===== src/rtl/wots_pkg.sv =====
// wots_pkg: shared WOTS constants, mode and sequencer-state encodings, the
// chain-address field position inside the hash address, and small helpers
// for digit extraction and per-chain step planning.
package wots_pkg;

  localparam int WOTS_W     = 16;
  localparam int WOTS_LOG_W = 4;
  localparam int WOTS_LEN1  = 64;
  localparam int WOTS_LEN2  = 3;
  localparam int WOTS_LEN   = WOTS_LEN1 + WOTS_LEN2;
  localparam int KEY_LEN    = 256;

  // Chain-address word inside the 256-bit hash address.
  localparam int CHAIN_ADDR_HI = 95;
  localparam int CHAIN_ADDR_LO = 64;

  localparam logic [6:0] LAST_CHAIN = 7'(WOTS_LEN - 1);

  typedef enum logic [1:0] {
    MODE_PKGEN  = 2'd0,
    MODE_SIGN   = 2'd1,
    MODE_VERIFY = 2'd2,
    MODE_RSVD   = 2'd3
  } mode_e;

  typedef enum logic [2:0] {
    S_IDLE   = 3'd0,
    S_CSUM   = 3'd1,
    S_FETCH  = 3'd2,
    S_LAUNCH = 3'd3,
    S_WAIT   = 3'd4,
    S_EMIT   = 3'd5,
    S_DONE   = 3'd6
  } seq_state_e;

  typedef struct packed {
    logic       bypass;
    logic [3:0] start_step;
    logic [3:0] end_step;
  } chain_plan_t;

  // Base-w digit i of the message, most significant nibble first.
  function automatic logic [3:0] msg_digit(input logic [KEY_LEN-1:0] m, input logic [5:0] i);
    return m[(KEY_LEN - 1) - 4 * int'(i) -: 4];
  endfunction

  // Step window for one chain. A zero-step chain is bypassed; its end_step
  // is meaningless because gen_chain never sees it.
  function automatic chain_plan_t chain_plan(input mode_e m, input logic [3:0] d);
    chain_plan_t p;
    logic [3:0]  steps;
    case (m)
      MODE_SIGN: begin
        steps        = d;
        p.start_step = 4'd0;
      end
      MODE_VERIFY: begin
        steps        = 4'd15 - d;
        p.start_step = d;
      end
      default: begin
        steps        = 4'd15;
        p.start_step = 4'd0;
      end
    endcase
    p.bypass   = (steps == 4'd0);
    p.end_step = p.start_step + steps - 4'd1;
    return p;
  endfunction

endpackage


===== src/rtl/wots_csum.sv =====
// wots_csum: latches the message digest on i_start, then accumulates the
// WOTS checksum serially (one digit per cycle, 64 cycles). Presents all 67
// base-w digits (64 message digits followed by 3 checksum digits) as a flat
// vector; digit i occupies o_digits[4i+3:4i].
// Ports:
//   clk, reset   clock, synchronous active-high reset
//   i_start      load i_msg and restart the accumulation
//   i_msg        256-bit message digest
//   o_digits     67 x 4-bit digit vector
//   o_ready      checksum digits valid (held until the next i_start)
module wots_csum
  import wots_pkg::*;
(
  input  logic                      clk,
  input  logic                      reset,
  input  logic                      i_start,
  input  logic [KEY_LEN-1:0]        i_msg,
  output logic [WOTS_LEN*4-1:0]     o_digits,
  output logic                      o_ready
);

  logic [KEY_LEN-1:0] r_msg;
  logic [5:0]         r_cnt;
  logic [11:0]        r_csum;
  logic               r_run;
  logic               r_ready;
  logic [3:0]         w_cur;
  logic [15:0]        w_csum_sh;

  assign w_cur     = msg_digit(r_msg, r_cnt);
  assign w_csum_sh = {r_csum, 4'b0000};
  assign o_ready   = r_ready;

  // Serial accumulation of (15 - d_i); max 64*15 = 960 fits in 12 bits.
  always_ff @(posedge clk) begin
    if (reset) begin
      r_msg   <= '0;
      r_cnt   <= 6'd0;
      r_csum  <= 12'd0;
      r_run   <= 1'b0;
      r_ready <= 1'b0;
    end else if (i_start) begin
      r_msg   <= i_msg;
      r_cnt   <= 6'd0;
      r_csum  <= 12'd0;
      r_run   <= 1'b1;
      r_ready <= 1'b0;
    end else if (r_run) begin
      r_csum <= r_csum + {8'd0, 4'd15 - w_cur};
      r_cnt  <= r_cnt + 6'd1;
      if (r_cnt == 6'd63) begin
        r_run   <= 1'b0;
        r_ready <= 1'b1;
      end
    end
  end

  // Digit vector: message nibbles, then the left-shifted checksum nibbles.
  always_comb begin
    o_digits = '0;
    for (int i = 0; i < WOTS_LEN1; i++) begin
      o_digits[4*i +: 4] = msg_digit(r_msg, 6'(i));
    end
    for (int j = 0; j < WOTS_LEN2; j++) begin
      o_digits[4*(WOTS_LEN1 + j) +: 4] = w_csum_sh[15 - 4*j -: 4];
    end
  end

endmodule


===== src/rtl/wots_chain_seq.sv =====
// wots_chain_seq: walks one WOTS key operation (PKGEN, SIGN, VERIFY) over
// chains 0..66, one chain in flight. For each chain it fetches the input
// element, derives the step window from the base-w digit, launches the
// external gen_chain (or bypasses it when zero steps are needed) and emits
// the chain result.
// Ports:
//   clk, reset            clock, synchronous active-high reset
//   start, mode           operation request (pulse) and operation type
//   msg, base_addr        digest and hash address template, sampled on start
//   in_req/in_idx         chain input request, answered by in_valid/in_data
//   out_valid/idx/data    chain result strobe
//   busy, done            operation status
//   gc_*                  gen_chain handshake (start, operands, done, result)
module wots_chain_seq
  import wots_pkg::*;
(
  input  logic               clk,
  input  logic               reset,
  input  logic               start,
  input  logic [1:0]         mode,
  input  logic [KEY_LEN-1:0] msg,
  input  logic [KEY_LEN-1:0] base_addr,
  output logic               in_req,
  output logic [6:0]         in_idx,
  input  logic               in_valid,
  input  logic [KEY_LEN-1:0] in_data,
  output logic               out_valid,
  output logic [6:0]         out_idx,
  output logic [KEY_LEN-1:0] out_data,
  output logic               busy,
  output logic               done,
  output logic               gc_start,
  output logic [KEY_LEN-1:0] gc_input_data,
  output logic [3:0]         gc_start_step,
  output logic [3:0]         gc_end_step,
  output logic [KEY_LEN-1:0] gc_hash_addr,
  input  logic               gc_done,
  input  logic [KEY_LEN-1:0] gc_data_out
);

  seq_state_e                          r_state;
  seq_state_e                          w_next;
  mode_e                               r_mode;
  logic [KEY_LEN-1:CHAIN_ADDR_HI+1]    r_base_hi;
  logic [CHAIN_ADDR_LO-1:0]            r_base_lo;
  logic [6:0]                          r_k;
  logic [KEY_LEN-1:0]                  r_in_data;
  logic [KEY_LEN-1:0]                  r_out_data;
  logic                                r_bypass;
  logic [3:0]                          r_start_step;
  logic [3:0]                          r_end_step;
  logic                                r_in_req;
  logic                                r_out_valid;
  logic                                r_busy;
  logic                                r_done;
  logic                                r_gc_start;

  logic                                w_accept;
  logic [WOTS_LEN*4-1:0]               w_digits;
  logic                                w_csum_ready;
  logic [3:0]                          w_digit;
  chain_plan_t                         w_plan;
  logic                                w_unused_chain_field;

  // The chain-address word of the template is replaced by the chain index.
  assign w_unused_chain_field = ^base_addr[CHAIN_ADDR_HI:CHAIN_ADDR_LO];

  assign w_accept = (r_state == S_IDLE) && start;
  assign w_digit  = w_digits[{r_k, 2'b00} +: 4];
  assign w_plan   = chain_plan(r_mode, w_digit);

  wots_csum u_csum (
    .clk      (clk),
    .reset    (reset),
    .i_start  (w_accept),
    .i_msg    (msg),
    .o_digits (w_digits),
    .o_ready  (w_csum_ready)
  );

  // Next-state logic of the chain sequencer.
  always_comb begin
    w_next = r_state;
    case (r_state)
      S_IDLE: begin
        if (start) begin
          if ((mode_e'(mode) == MODE_SIGN) || (mode_e'(mode) == MODE_VERIFY)) begin
            w_next = S_CSUM;
          end else begin
            w_next = S_FETCH;
          end
        end else begin
          w_next = S_IDLE;
        end
      end
      S_CSUM: begin
        if (w_csum_ready) w_next = S_FETCH;
        else              w_next = S_CSUM;
      end
      S_FETCH: begin
        if (in_valid) w_next = S_LAUNCH;
        else          w_next = S_FETCH;
      end
      S_LAUNCH: begin
        if (r_bypass) w_next = S_EMIT;
        else          w_next = S_WAIT;
      end
      S_WAIT: begin
        if (gc_done) w_next = S_EMIT;
        else         w_next = S_WAIT;
      end
      S_EMIT: begin
        if (r_k == LAST_CHAIN) w_next = S_DONE;
        else                   w_next = S_FETCH;
      end
      S_DONE:  w_next = S_IDLE;
      default: w_next = S_IDLE;
    endcase
  end

  // State, operand and strobe registers. Strobes are registered from the
  // next state so every output comes straight from a flop.
  always_ff @(posedge clk) begin
    if (reset) begin
      r_state      <= S_IDLE;
      r_mode       <= MODE_PKGEN;
      r_base_hi    <= '0;
      r_base_lo    <= '0;
      r_k          <= 7'd0;
      r_in_data    <= '0;
      r_out_data   <= '0;
      r_bypass     <= 1'b0;
      r_start_step <= 4'd0;
      r_end_step   <= 4'd0;
      r_in_req     <= 1'b0;
      r_out_valid  <= 1'b0;
      r_busy       <= 1'b0;
      r_done       <= 1'b0;
      r_gc_start   <= 1'b0;
    end else begin
      r_state <= w_next;

      if (w_accept) begin
        r_mode    <= (mode_e'(mode) == MODE_RSVD) ? MODE_PKGEN : mode_e'(mode);
        r_base_hi <= base_addr[KEY_LEN-1:CHAIN_ADDR_HI+1];
        r_base_lo <= base_addr[CHAIN_ADDR_LO-1:0];
        r_k       <= 7'd0;
      end

      // Operands are captured once per chain and then held through WAIT.
      if ((r_state == S_FETCH) && in_valid) begin
        r_in_data    <= in_data;
        r_bypass     <= w_plan.bypass;
        r_start_step <= w_plan.start_step;
        r_end_step   <= w_plan.end_step;
      end

      if ((r_state == S_LAUNCH) && r_bypass) begin
        r_out_data <= r_in_data;
      end else if ((r_state == S_WAIT) && gc_done) begin
        r_out_data <= gc_data_out;
      end

      if ((r_state == S_EMIT) && (r_k != LAST_CHAIN)) begin
        r_k <= r_k + 7'd1;
      end

      r_in_req    <= (w_next == S_FETCH);
      r_out_valid <= (w_next == S_EMIT);
      r_done      <= (w_next == S_DONE);
      r_busy      <= (w_next != S_IDLE) && (w_next != S_DONE);
      r_gc_start  <= (r_state == S_FETCH) && in_valid && !w_plan.bypass;
    end
  end

  assign in_req        = r_in_req;
  assign in_idx        = r_k;
  assign out_valid     = r_out_valid;
  assign out_idx       = r_k;
  assign out_data      = r_out_data;
  assign busy          = r_busy;
  assign done          = r_done;
  assign gc_start      = r_gc_start;
  assign gc_input_data = r_in_data;
  assign gc_start_step = r_start_step;
  assign gc_end_step   = r_end_step;
  assign gc_hash_addr  = {r_base_hi, 25'd0, r_k, r_base_lo};

endmodule


===== config.mk =====
export PLATFORM = sky130hd
export DESIGN_NAME = wots_chain_seq
export DESIGN_NICKNAME = d
export VERILOG_FILES = /design/src/rtl/wots_pkg.sv /design/src/rtl/wots_csum.sv /design/src/rtl/wots_chain_seq.sv
export SDC_FILE = /design/constraint.sdc
export NUM_CORES = 2
export LEC_CHECK = 0
export BUFFER_PORTS_ARGS = -buffer_cell sky130_fd_sc_hd__buf_2
export CAP_MARGIN = 20
export CORE_AREA = 10 10 704 706
export CTS_BUF_LIST = sky130_fd_sc_hd__clkbuf_8
export DETAILED_ROUTE_END_ITERATION = 12
export DIE_AREA = 0 0 714 716
export PLACE_DENSITY = 0.3
export SYNTH_ARGS = -nofsm -noshare
export SYNTH_HDL_FRONTEND = slang
export SYNTH_HIERARCHICAL = 1
export SYNTH_SLANG_ARGS = --single-unit

===== constraint.sdc =====
create_clock -name clk -period 4.7 [get_ports clk]
set_input_delay 0.235 -clock clk [delete_from_list [all_inputs] [get_ports clk]]
set_output_delay 0.235 -clock clk [all_outputs]
set_load 0.01 [all_outputs]

==> reports/qor.txt <==
Met1 demand-to-capacity share in global routing: 0.204
Total power: 26.0 mW
Number of synthesized register bits: 1,038
Clk root buf: sky130_fd_sc_hd__clkbuf_8
Peak Freq: 239 MHz
Overall die area: 511,000 µm²
Final routed wire length divided by cell count: 28.7 µm
Number of nets in the layout: 9,809
Global-route wire length before repair: 566,000 µm
Worst setup slack after layout: 0.518 ns
Slew Limit Headroom: 0.324
Non-Filler Instances: 15,500
Ys flop type: sky130_fd_sc_hd__dfxtp_1
First-pass detailed-route iteration total: 6
PD cells: 307 nW/µm²
Signed area change from the synthesized netlist to the final layout: 96.1%
Count of routing violations after the opening detailed-route iteration: 3,552
Cell area reported after detailed placement: 59,500 µm²
Reported net switching power: 8.31 mW
Slowest Stage Delay on Critical Path: 0.58 ns
Buffers added on ports: 1,768
Layout Cell Area excl Fill: 84,700 µm²
Number of warning messages in the yosys log: 6
Initial antenna violation count: 198
Master of the slowest instance on the critical path: sky130_fd_sc_hd__mux4_1
Startpoint-to-endpoint class of the critical path: flip-flop to flip-flop
Fraction of final layout cells with drive strength greater than 1: 0.262
Synthesized instance count: 5,071
Design internal power: 17.7 mW
Core area: 481,000 µm²
Largest fanout of any net on the critical path: 9
Outcome: completed
Setup violation total in the final timing report: 0
Path category of the worst min-delay check: primary input to flip-flop
Post-route clock skew: 0.141 ns
Number of flops mapped to enable cells by yosys: 0
Clock latency on the worst-skew pair: 1.07 ns
Data arrival time of the worst path: 5.17 ns
Count of cell types in the netlist: 66
Final Slew Violations: 0
Cells taking the most area after synthesis: sky130_fd_sc_hd__dfxtp_1 48%, sky130_fd_sc_hd__nand2_1 13%, sky130_fd_sc_hd__mux2i_1 7.5%
Slew at the pin closest to its max-slew limit: 1.01 ns
Largest net degree at the start of global routing: 163
Synth Cell Area: 43,200 µm²
Clock input transition at the sequential cells of the worst setup and hold paths: 0.06 ns
Fraction of the cycle the final worst path needs: 0.890
Family with the most delay on the worst path: multiplexers
Detailed-placement wirelength estimate: 370,000 µm
Final Hold Vio Count: 0
Width of the die: 714 µm
Number of H-tree levels: 4
TritonCTS clock tree: yes
Number of cell rows: 255
Detail-routed via count per cell: 3.52
Startpoint Class: flip-flop
Fillers: 54,900
Overflow left after global routing: 0
Sw Ratio: 0.320
Pre-CTS worst setup slack: 0.349 ns
Part of the Yosys area used for sequential elements: 0.481
Final sum of negative setup slack: 0 ns
Initial Util: 0.0898
Portion of total power attributed to combinational logic: 0.198
Count of antenna-violating nets left after detailed routing: 0
Total via count in the routed design: 54,500
Async set-reset flop share out of synthesis: 0
Unrepaired setup endpoints after global routing: false
GR Util met2: 0.249
Number of global-route vias before repair: 55,100
Post-Syn Area per Cell: 8.52 µm²
Power share of the sequential group: 0.376
Global route hottest layer: met2
Buffer and inverter count on the worst path: 3
DRC violation count after routing: 0
MaxCap Viol Count: 0
Global-route usage over all layers: 0.165
Commonest cells after routing, fill and taps aside: 2,008 x sky130_fd_sc_hd__dlygate4sd3_1, 1,767 x sky130_fd_sc_hd__buf_2, 1,528 x sky130_fd_sc_hd__nand2_1, 1,032 x sky130_fd_sc_hd__dfxtp_1, 564 x sky130_fd_sc_hd__nor2_1
CTS buffer count: 226
Most area-hungry cell type in the Yosys netlist: sky130_fd_sc_hd__dfxtp_1
Static Leakage: 35.3 nW
Final critical-path required period: 4.18 ns
Total length of routed wires: 444,000 µm
Share of the synthesized area in the top cell type: 0.481
Weighted congestion reported at the end of routability-driven placement: 0.954
Routing usage on met3: 0.0871
Die Y: 716 µm
Max Root-Sink Buffers: 4
Most frequent standard cell in the layout excluding fill and tap cells: sky130_fd_sc_hd__dlygate4sd3_1
Number of sinks driven by the clock tree: 1,038
Post-CTS setup buffers: 0
Critical path, cell by cell: buf_4, mux4_1, or2_2, a21oi_1, o21ai_1, buf_4, nand2_1, o311ai_2, mux2_2, nor2_1, ha_1, inv_1, ha_1, fa_1, xor2_1, nand2_1, o311ai_0
Required time at the worst-slack endpoint: 5.69 ns
Post-Place Cells: 13,000
Fraction of power consumed by the clock network: 0.426
Worst VDD drop: 0.199 mV
Count of pins on the block boundary: 1,826
Critical Path End Type: flip-flop
cell usage after synthesis, types with 4 or more instances:
| master | count |
|---|---|
| sky130_fd_sc_hd__o2111ai_1 | 6 |
| sky130_fd_sc_hd__mux2i_1 | 322 |
| sky130_fd_sc_hd__mux4_2 | 70 |
| sky130_fd_sc_hd__inv_1 | 18 |
| sky130_fd_sc_hd__and3_1 | 4 |
| sky130_fd_sc_hd__a311oi_1 | 262 |
| sky130_fd_sc_hd__o22ai_1 | 5 |
| sky130_fd_sc_hd__buf_1 | 22 |
| sky130_fd_sc_hd__nand2_1 | 1530 |
| sky130_fd_sc_hd__buf_4 | 45 |
| sky130_fd_sc_hd__nor2b_1 | 13 |
| sky130_fd_sc_hd__clkbuf_1 | 349 |
| sky130_fd_sc_hd__o21bai_1 | 5 |
| sky130_fd_sc_hd__a221oi_1 | 16 |
| sky130_fd_sc_hd__a211oi_1 | 13 |
| sky130_fd_sc_hd__nand3b_1 | 4 |
| sky130_fd_sc_hd__nand2b_1 | 6 |
| sky130_fd_sc_hd__o211ai_1 | 4 |
| sky130_fd_sc_hd__and2_1 | 7 |
| sky130_fd_sc_hd__mux4_1 | 32 |
| sky130_fd_sc_hd__a21oi_1 | 514 |
| sky130_fd_sc_hd__nand3_1 | 23 |
| sky130_fd_sc_hd__buf_6 | 11 |
| sky130_fd_sc_hd__buf_2 | 33 |
| sky130_fd_sc_hd__nor3b_1 | 5 |
| sky130_fd_sc_hd__dfxtp_1 | 1038 |
| sky130_fd_sc_hd__or3_1 | 9 |
| sky130_fd_sc_hd__ha_1 | 15 |
| sky130_fd_sc_hd__nand4_1 | 5 |
| sky130_fd_sc_hd__o21ai_0 | 18 |
| sky130_fd_sc_hd__nor2_1 | 565 |
| sky130_fd_sc_hd__or2_2 | 5 |
| sky130_fd_sc_hd__nor4_1 | 4 |
| sky130_fd_sc_hd__mux2_2 | 10 |
| sky130_fd_sc_hd__nor3_1 | 19 |
| sky130_fd_sc_hd__a22oi_1 | 10 |
| sky130_fd_sc_hd__xnor2_1 | 6 |
| sky130_fd_sc_hd__a31oi_1 | 9 |
sequential cells by signal, summed over array words and instances (netlist names), 2 cells and up:
signal and count:
gc_end_step 4, gc_input_data 256, gc_start_step 4, in_idx 7, out_data 256, r_base_hi 160
r_base_lo 64, r_mode 2, r_state 3, u_csum/r_cnt 6, u_csum/r_csum 12, u_csum/r_msg 256
repair_timing:
item / in CTS / in global routing
hold buffers: 2008 / 0
setup endpoints to repair: 0 / 1
endpoints found under the hold margin: 1014 / 0
gates resized for setup: 0 / 1
power by group through the flow:
stage               logic [mW]  clock network, mW  registers [mW]
floorplan                 1.57                  0            9.88
global placement          3.71                  0            9.97
detailed placement        3.70                  0            9.97
CTS                       5.23               11.6            9.78
global route              5.54               11.9            9.84
finish                    5.14               11.1            9.79
stage by stage:
| step | utilization | hold WS [ns] |
|---|---|---|
| 6_report | 0.176 | 0.139 |
| 5_1_grt | 0.176 | 0.0718 |
| 4_1_cts | 0.175 | 0.000395 |
| 3_5_place_dp | 0.124 | 0.444 |
| 3_3_place_gp | 0.124 | 0.442 |
| 2_1_floorplan | - | 0.371 |
logic make-up (layout without fill, tap and decap cells):
| kind of cell | Yosys count | in the layout | synth area share |
|---|---|---|---|
| AOI/OAI and AO/OA | 884 | 884 | 0.131 |
| xor gates and xnor gates | 9 | 9 | 0.00183 |
| other | 1 | 127 | 0.0000868 |
| and+or+nand+nor | 2207 | 2207 | 0.198 |
| muxes | 434 | 434 | 0.133 |
| DFF | 1038 | 1038 | 0.481 |
| buffers and inverters | 481 | 4332 | 0.0493 |
| adders and majority gates | 17 | 17 | 0.00527 |
path summary, 6_finish.rpt:
path	start	end	slack, ns	cells past startpoint
min	gc_data_out[51]	out_data[51]$_SDFFE_PP0P_	0.14	4
max reg2reg	in_idx[0]$_SDFFE_PP0P_	gc_end_step[3]$_SDFFE_PP0P_	0.52	17
min reg2reg	r_base_lo[10]$_SDFFE_PP0P_	r_base_lo[10]$_SDFFE_PP0P_	0.45	2
max	in_idx[0]$_SDFFE_PP0P_	gc_end_step[3]$_SDFFE_PP0P_	0.52	17
area by class of cell:
cell class | instances | area (µm²) | area share
timing repair buffer | 3900 | 30300 | 0.357
clock inverter | 120 | 813 | 0.00960
inverter | 19 | 78.8 | 0.000931
multi-input combinational | 3576 | 20400 | 0.241
tap | 6425 | 8040 | 0.0949
clock buffer | 293 | 4030 | 0.0476
antenna | 102 | 255 | 0.00301
sequential | 1038 | 20800 | 0.246
layer usage:
layer  vias to the layer above  share of wire
met5                         -         0.0013
met4                        88          0.031
met3                       537           0.12
met2                      2159           0.42
met1                     26800           0.42
li1                      24900              -
worst reg2reg max path, cell delays in order, from the launching register on:
cell                       delay, ns
sky130_fd_sc_hd__dfxtp_4        0.48
sky130_fd_sc_hd__buf_4          0.27
sky130_fd_sc_hd__mux4_1         0.59
sky130_fd_sc_hd__or2_2          0.28
sky130_fd_sc_hd__a21oi_1        0.16
sky130_fd_sc_hd__o21ai_1        0.13
sky130_fd_sc_hd__buf_4          0.17
sky130_fd_sc_hd__nand2_1        0.08
sky130_fd_sc_hd__o311ai_2       0.15
sky130_fd_sc_hd__mux2_2         0.33
sky130_fd_sc_hd__nor2_1         0.09
sky130_fd_sc_hd__ha_1           0.15
sky130_fd_sc_hd__inv_1          0.04
sky130_fd_sc_hd__ha_1           0.21
sky130_fd_sc_hd__fa_1           0.43
sky130_fd_sc_hd__xor2_1         0.21
sky130_fd_sc_hd__nand2_1        0.07
sky130_fd_sc_hd__o311ai_0       0.26
Power figures use the tool's default switching activity.
